<file path="src/rtl/bin2bcd_seq_converter.sv">
// Serial shift-and-add-3 binary-to-BCD converter: one operand bit per clock, N+1 cycles Start-to-Done.
// Start is taken only when idle; requests and operand changes while Busy are ignored, not queued.
module bin2bcd_seq_converter #(
  parameter int INPUT_BIT_WIDTH = 16,
  parameter int DIGITS          = 5,
  parameter bit SIGNED          = 1'b0
) (
  input  logic                       Clk,
  input  logic                       Reset,
  input  logic                       Start,
  input  logic [INPUT_BIT_WIDTH-1:0] Input,
  output logic                       Busy,
  output logic                       Done,
  output logic [4*DIGITS-1:0]        Bcd,
  output logic                       Negative,
  output logic                       Overflow
);

  localparam int N  = INPUT_BIT_WIDTH;
  localparam int BW = 4 * DIGITS;
  localparam int CW = $clog2(N + 1);

  typedef enum logic {IDLE, SHIFT} state_t;

  state_t          state_q, state_d;
  logic [CW-1:0]   cnt_q, cnt_d;
  logic [N-1:0]    opnd_q, opnd_d;
  logic [BW-1:0]   dig_q, dig_d;
  logic            sticky_q, sticky_d;
  logic            sign_q, sign_d;
  logic            busy_q, busy_d;
  logic            done_q, done_d;
  logic [BW-1:0]   bcd_q, bcd_d;
  logic            neg_q, neg_d;
  logic            ovf_q, ovf_d;

  logic [BW-1:0]   adj;
  logic [BW-1:0]   shifted;
  logic            carry;
  logic            neg_in;

  always_comb begin
    state_d  = state_q;
    cnt_d    = cnt_q;
    opnd_d   = opnd_q;
    dig_d    = dig_q;
    sticky_d = sticky_q;
    sign_d   = sign_q;
    busy_d   = busy_q;
    done_d   = 1'b0;
    bcd_d    = bcd_q;
    neg_d    = neg_q;
    ovf_d    = ovf_q;

    // Per-digit correction; a digit <= 9 plus 3 stays within 4 bits, so no inter-digit carry.
    adj = dig_q;
    for (int k = 0; k < DIGITS; k++) begin
      if (dig_q[4*k +: 4] >= 4'd5) adj[4*k +: 4] = dig_q[4*k +: 4] + 4'd3;
    end
    shifted = {adj[BW-2:0], opnd_q[N-1]};
    carry   = adj[BW-1];
    neg_in  = SIGNED && Input[N-1];

    case (state_q)
      IDLE: begin
        if (Start) begin
          state_d  = SHIFT;
          // Two's-complement negate in N bits; -2^(N-1) maps onto 2^(N-1) as unsigned.
          opnd_d   = neg_in ? (~Input) + N'(1) : Input;
          sign_d   = neg_in;
          dig_d    = '0;
          sticky_d = 1'b0;
          cnt_d    = CW'(N);
          busy_d   = 1'b1;
        end
      end
      SHIFT: begin
        dig_d    = shifted;
        opnd_d   = {opnd_q[N-2:0], 1'b0};
        sticky_d = sticky_q | carry;
        cnt_d    = cnt_q - CW'(1);
        if (cnt_q == CW'(1)) begin
          bcd_d   = shifted;
          neg_d   = sign_q;
          ovf_d   = sticky_q | carry;
          done_d  = 1'b1;
          busy_d  = 1'b0;
          state_d = IDLE;
        end
      end
      default: state_d = IDLE;
    endcase
  end

  always_ff @(posedge Clk) begin
    if (Reset) begin
      state_q  <= IDLE;
      cnt_q    <= '0;
      opnd_q   <= '0;
      dig_q    <= '0;
      sticky_q <= 1'b0;
      sign_q   <= 1'b0;
      busy_q   <= 1'b0;
      done_q   <= 1'b0;
      bcd_q    <= '0;
      neg_q    <= 1'b0;
      ovf_q    <= 1'b0;
    end else begin
      state_q  <= state_d;
      cnt_q    <= cnt_d;
      opnd_q   <= opnd_d;
      dig_q    <= dig_d;
      sticky_q <= sticky_d;
      sign_q   <= sign_d;
      busy_q   <= busy_d;
      done_q   <= done_d;
      bcd_q    <= bcd_d;
      neg_q    <= neg_d;
      ovf_q    <= ovf_d;
    end
  end

  assign Busy     = busy_q;
  assign Done     = done_q;
  assign Bcd      = bcd_q;
  assign Negative = neg_q;
  assign Overflow = ovf_q;

endmodule

</file>
<file path="config.mk">
export PLATFORM = sky130hd
export DESIGN_NAME = bin2bcd_seq_converter
export DESIGN_NICKNAME = d
export VERILOG_FILES = /design/src/rtl/bin2bcd_seq_converter.sv
export SDC_FILE = /design/constraint.sdc
export NUM_CORES = 1
export LEC_CHECK = 0
export CAP_MARGIN = 20
export CORE_MARGIN = 2
export CORE_UTILIZATION = 54
export CTS_BUF_LIST = sky130_fd_sc_hd__clkbuf_16
export DETAILED_ROUTE_END_ITERATION = 7
export PLACE_DENSITY = 0.79
export SYNTH_ARGS = -nofsm -noshare
export SYNTH_HDL_FRONTEND = slang
export SYNTH_SLANG_ARGS = --single-unit
</file>
<file path="constraint.sdc">
create_clock -name Clk -period 1.8 [get_ports Clk]
set_clock_uncertainty 0.05 [all_clocks]
set_input_delay 0.45 -clock Clk [delete_from_list [all_inputs] [get_ports Clk]]
set_output_delay 0.45 -clock Clk [all_outputs]
set_load 0.01 [all_outputs]
</file>
==> flow_metrics.tcl <==
set metrics [dict create \
    max-cap-violations 0 \
    crit_required_ns 1.30 \
    ant_nets 0 \
    core.rowCount 26 \
    cts_setup_buffers 0 \
    r2r-start "dig_q[1]" \
    synth_area_per_cell_um2 9.250 \
    cts_made_buffers 9 \
    hp-class "flop to flop" \
    drive_gt1_share_pct 8.625 \
    area_delta_synth_final_pct 26.54 \
    firstDrtPassIters 6 \
    route.detailed.drc 0 \
    path_max_fanout 2 \
    start_util_pct 56.87 \
    grt_start_max_net_pins 32 \
    rsz0062_at_grt "false" \
    status "complete, no violations" \
    fmax_ghz 0.5804 \
    synth-warning-count 0 \
    arrival_ns 1.22 \
    max_slew_margin_pct 45.14 \
    seq_area_frac_synth_pct 44.92 \
    setup_violations 0 \
    fillCellCount 374 \
    grt_pass1_wl_um 10240 \
    cellPowerDensity_nw_per_um2 929.7 \
    ir_worst_vdd_uv 588.6 \
    fin_ws_ns 0.07712 \
    routed_wl_um 6052 \
    postCtsResizedCells 0 \
    clk_path_buf_depth 2 \
    p_leak_uw 0.001457 \
    htreeDepth 3 \
    cpLargestDelayFamily "buffers and inverters" \
    cts-root-buf "clkbuf_16" \
    synthCells 318 \
    path_cells "clkdlybuf4s50_1" \
    vias 2409 \
    dpl.hpwl_um 4199 \
    vias_per_cell 5.463 \
    hold_end "Bcd[3]" \
    die_area_um2 6054 \
    cp-start-kind "flop" \
    crit_type "flop to primary output" \
    cts_tree "yes" \
    finalCriticalPeriod_ns 1.723 \
    holdPathStages 1 \
    maxSlewViolCount 0 \
    hold_violations 0 \
    coreArea_um2 5172 \
    synth-seq-cells 66 \
    regToRegSetupSlack_ns 0.15 \
    dieHeight_um 77.81 \
    synth.net_count 349 \
    min_period_over_period_pct 95.72 \
    crit_slowest_cell "clkdlybuf4s50_1" \
    antenna_found_initial 0 \
    holdCritStartpoint "Bcd[3]" \
    grt_pass1_vias 2310 \
    dp_slack_ns -0.1478 \
    port_buffers 41 \
    yosys.cell_types.count 32 \
    dr.first_iter.drc_count 119 \
    r2r_end "dig_q[2]" \
    grt-ovfl-total 0 \
    tightest_slew_ns 0.8212 \
    die_x_um 77.81 \
    r2r_cells 6 \
    routabilityCongestion 0.8133 \
    cp.buffers_inverters 1 \
    cp-end-kind "primary output" \
    nNetsFinal 397 \
    clk_pin_slew_ns 0.05 \
    num_antenna_cells 0 \
    cts.sinks 66 \
    fin_util_pct 71.96 \
    netlist_area_um2 2942 \
    io_pins 43 \
    track_usage_pct 21.34 \
    slowest_delay_ns 0.56 \
    wl_per_cell_um 13.72 \
    clk_latency_ns 0.33 \
    postCtsHoldBufs 0 \
]
[metal layers]
metal  track usage [%]  wire (µm)  up-vias
li1                  -          -     1216
met1             25.88       2894     1150
met2             35.00       2874       34
met3             5.698        191        9
met4             10.18         93        0
met5                 0          0        -
[Yosys cell counts]
cell type | n | share of area (%)
nor3_1 | 5 | 0.85
o21a_1 | 1 | 0.26
nand2_1 | 9 | 1.1
buf_1 | 1 | 0.13
buf_2 | 11 | 1.9
and2_1 | 1 | 0.21
o21ai_0 | 17 | 2.9
clkbuf_1 | 2 | 0.26
conb_1 | 1 | 0.13
a32o_1 | 1 | 0.34
a31oi_1 | 1 | 0.21
buf_6 | 3 | 1.1
buf_4 | 2 | 0.51
nand3_1 | 6 | 1.0
nand4b_1 | 1 | 0.30
a21oi_1 | 38 | 6.5
inv_2 | 1 | 0.13
nand3b_1 | 2 | 0.51
xnor2_1 | 5 | 1.5
nor2_2 | 1 | 0.21
a22o_1 | 21 | 6.3
nor2_1 | 36 | 4.6
nand2b_1 | 8 | 1.7
o31a_1 | 1 | 0.30
nor3b_1 | 14 | 3.6
o2bb2ai_1 | 9 | 2.7
o221a_2 | 1 | 0.38
inv_1 | 13 | 1.7
mux2i_1 | 22 | 7.5
ha_1 | 12 | 5.1
dfxtp_1 | 66 | 45
nor2b_1 | 6 | 1.3
[worst max path at each step]
| stage | start | end | slack [ns] | cells after the start |
|---|---|---|---|---|
| finish | Busy | Busy | 0.08 | 1 |
| detailed placement | Reset | dig_q[18] | -0.15 | 3 |
| global placement | Reset | dig_q[18] | -0.08 | 3 |
| floorplan | Start | cnt_q[4] | 0.38 | 4 |
| global route | dig_q[1] | dig_q[2] | 0.02 | 6 |
| CTS | Busy | Busy | 0.07 | 1 |
[layout make-up]
class,count,area [µm²],share of cell area [%]
Clock buffer,9,225.2,6.050
Timing Repair Buffer,56,523.0,14.05
Clock inverter,7,60.06,1.613
Sequential cell,66,1321,35.50
Inverter,14,52.55,1.412
Multi-Input combinational cell,219,1453,39.03
Tap cell,70,87.58,2.353
[power breakdown]
| group | leakage, µW | total, µW | internal, µW | switching, µW |
|---|---|---|---|---|
| logic | 0.000782 | 271 | 131 | 140 |
| registers | 0.000536 | 1530 | 1500 | 25.3 |
| clock network | 0.000140 | 1660 | 1050 | 612 |
[sequential cells by signal, summed over array words and instances (netlist names)]
register,cells
cnt_q,5
Busy,1
Overflow,1
state_q,1
sticky_q,1
dig_q,20
Bcd,20
opnd_q,16
Done,1
[cells by family after synthesis]
logic type	after synthesis	synth area share [%]
XOR/XNOR	5	1.489
flip-flops	66	44.92
buffers and inverters	33	5.699
AO/OA/AOI/OAI	90	19.78
multiplexers	22	7.486
adder cells (fa/ha/maj)	12	5.104
other	1	0.1275
AND/OR/NAND/NOR	89	15.40
[cells in the final DEF (no fill, tap or decap), types with 9 or more instances in the layout]
master,Yosys,routed
o2bb2ai_1,9,9
inv_1,13,13
o21ai_0,17,17
nor2_1,36,36
dfxtp_1,66,66
nor3b_1,14,14
a22o_1,21,21
ha_1,12,12
clkbuf_16,0,9
clkdlybuf4s50_1,0,41
mux2i_1,22,22
a21oi_1,38,38
nand2_1,9,9
buf_4,2,15
[metrics by stage]
step                      setup TNS, ns  cell area [µm²]  hold slack, ns  instances  total power (µW)
after global routing                  0             3722          0.4314        441              3584
after detailed placement         -1.794             3437          0.4016        425              1824
after CTS                             0             3722          0.4164        441              3484
after global placement          -0.8822             3437          0.3941        425              1815
final                                 0             3722          0.4099        441              3460
after floorplan                       0             2942          0.4037        318              1728
No activity file was read; power rests on OpenSTA's default activity.
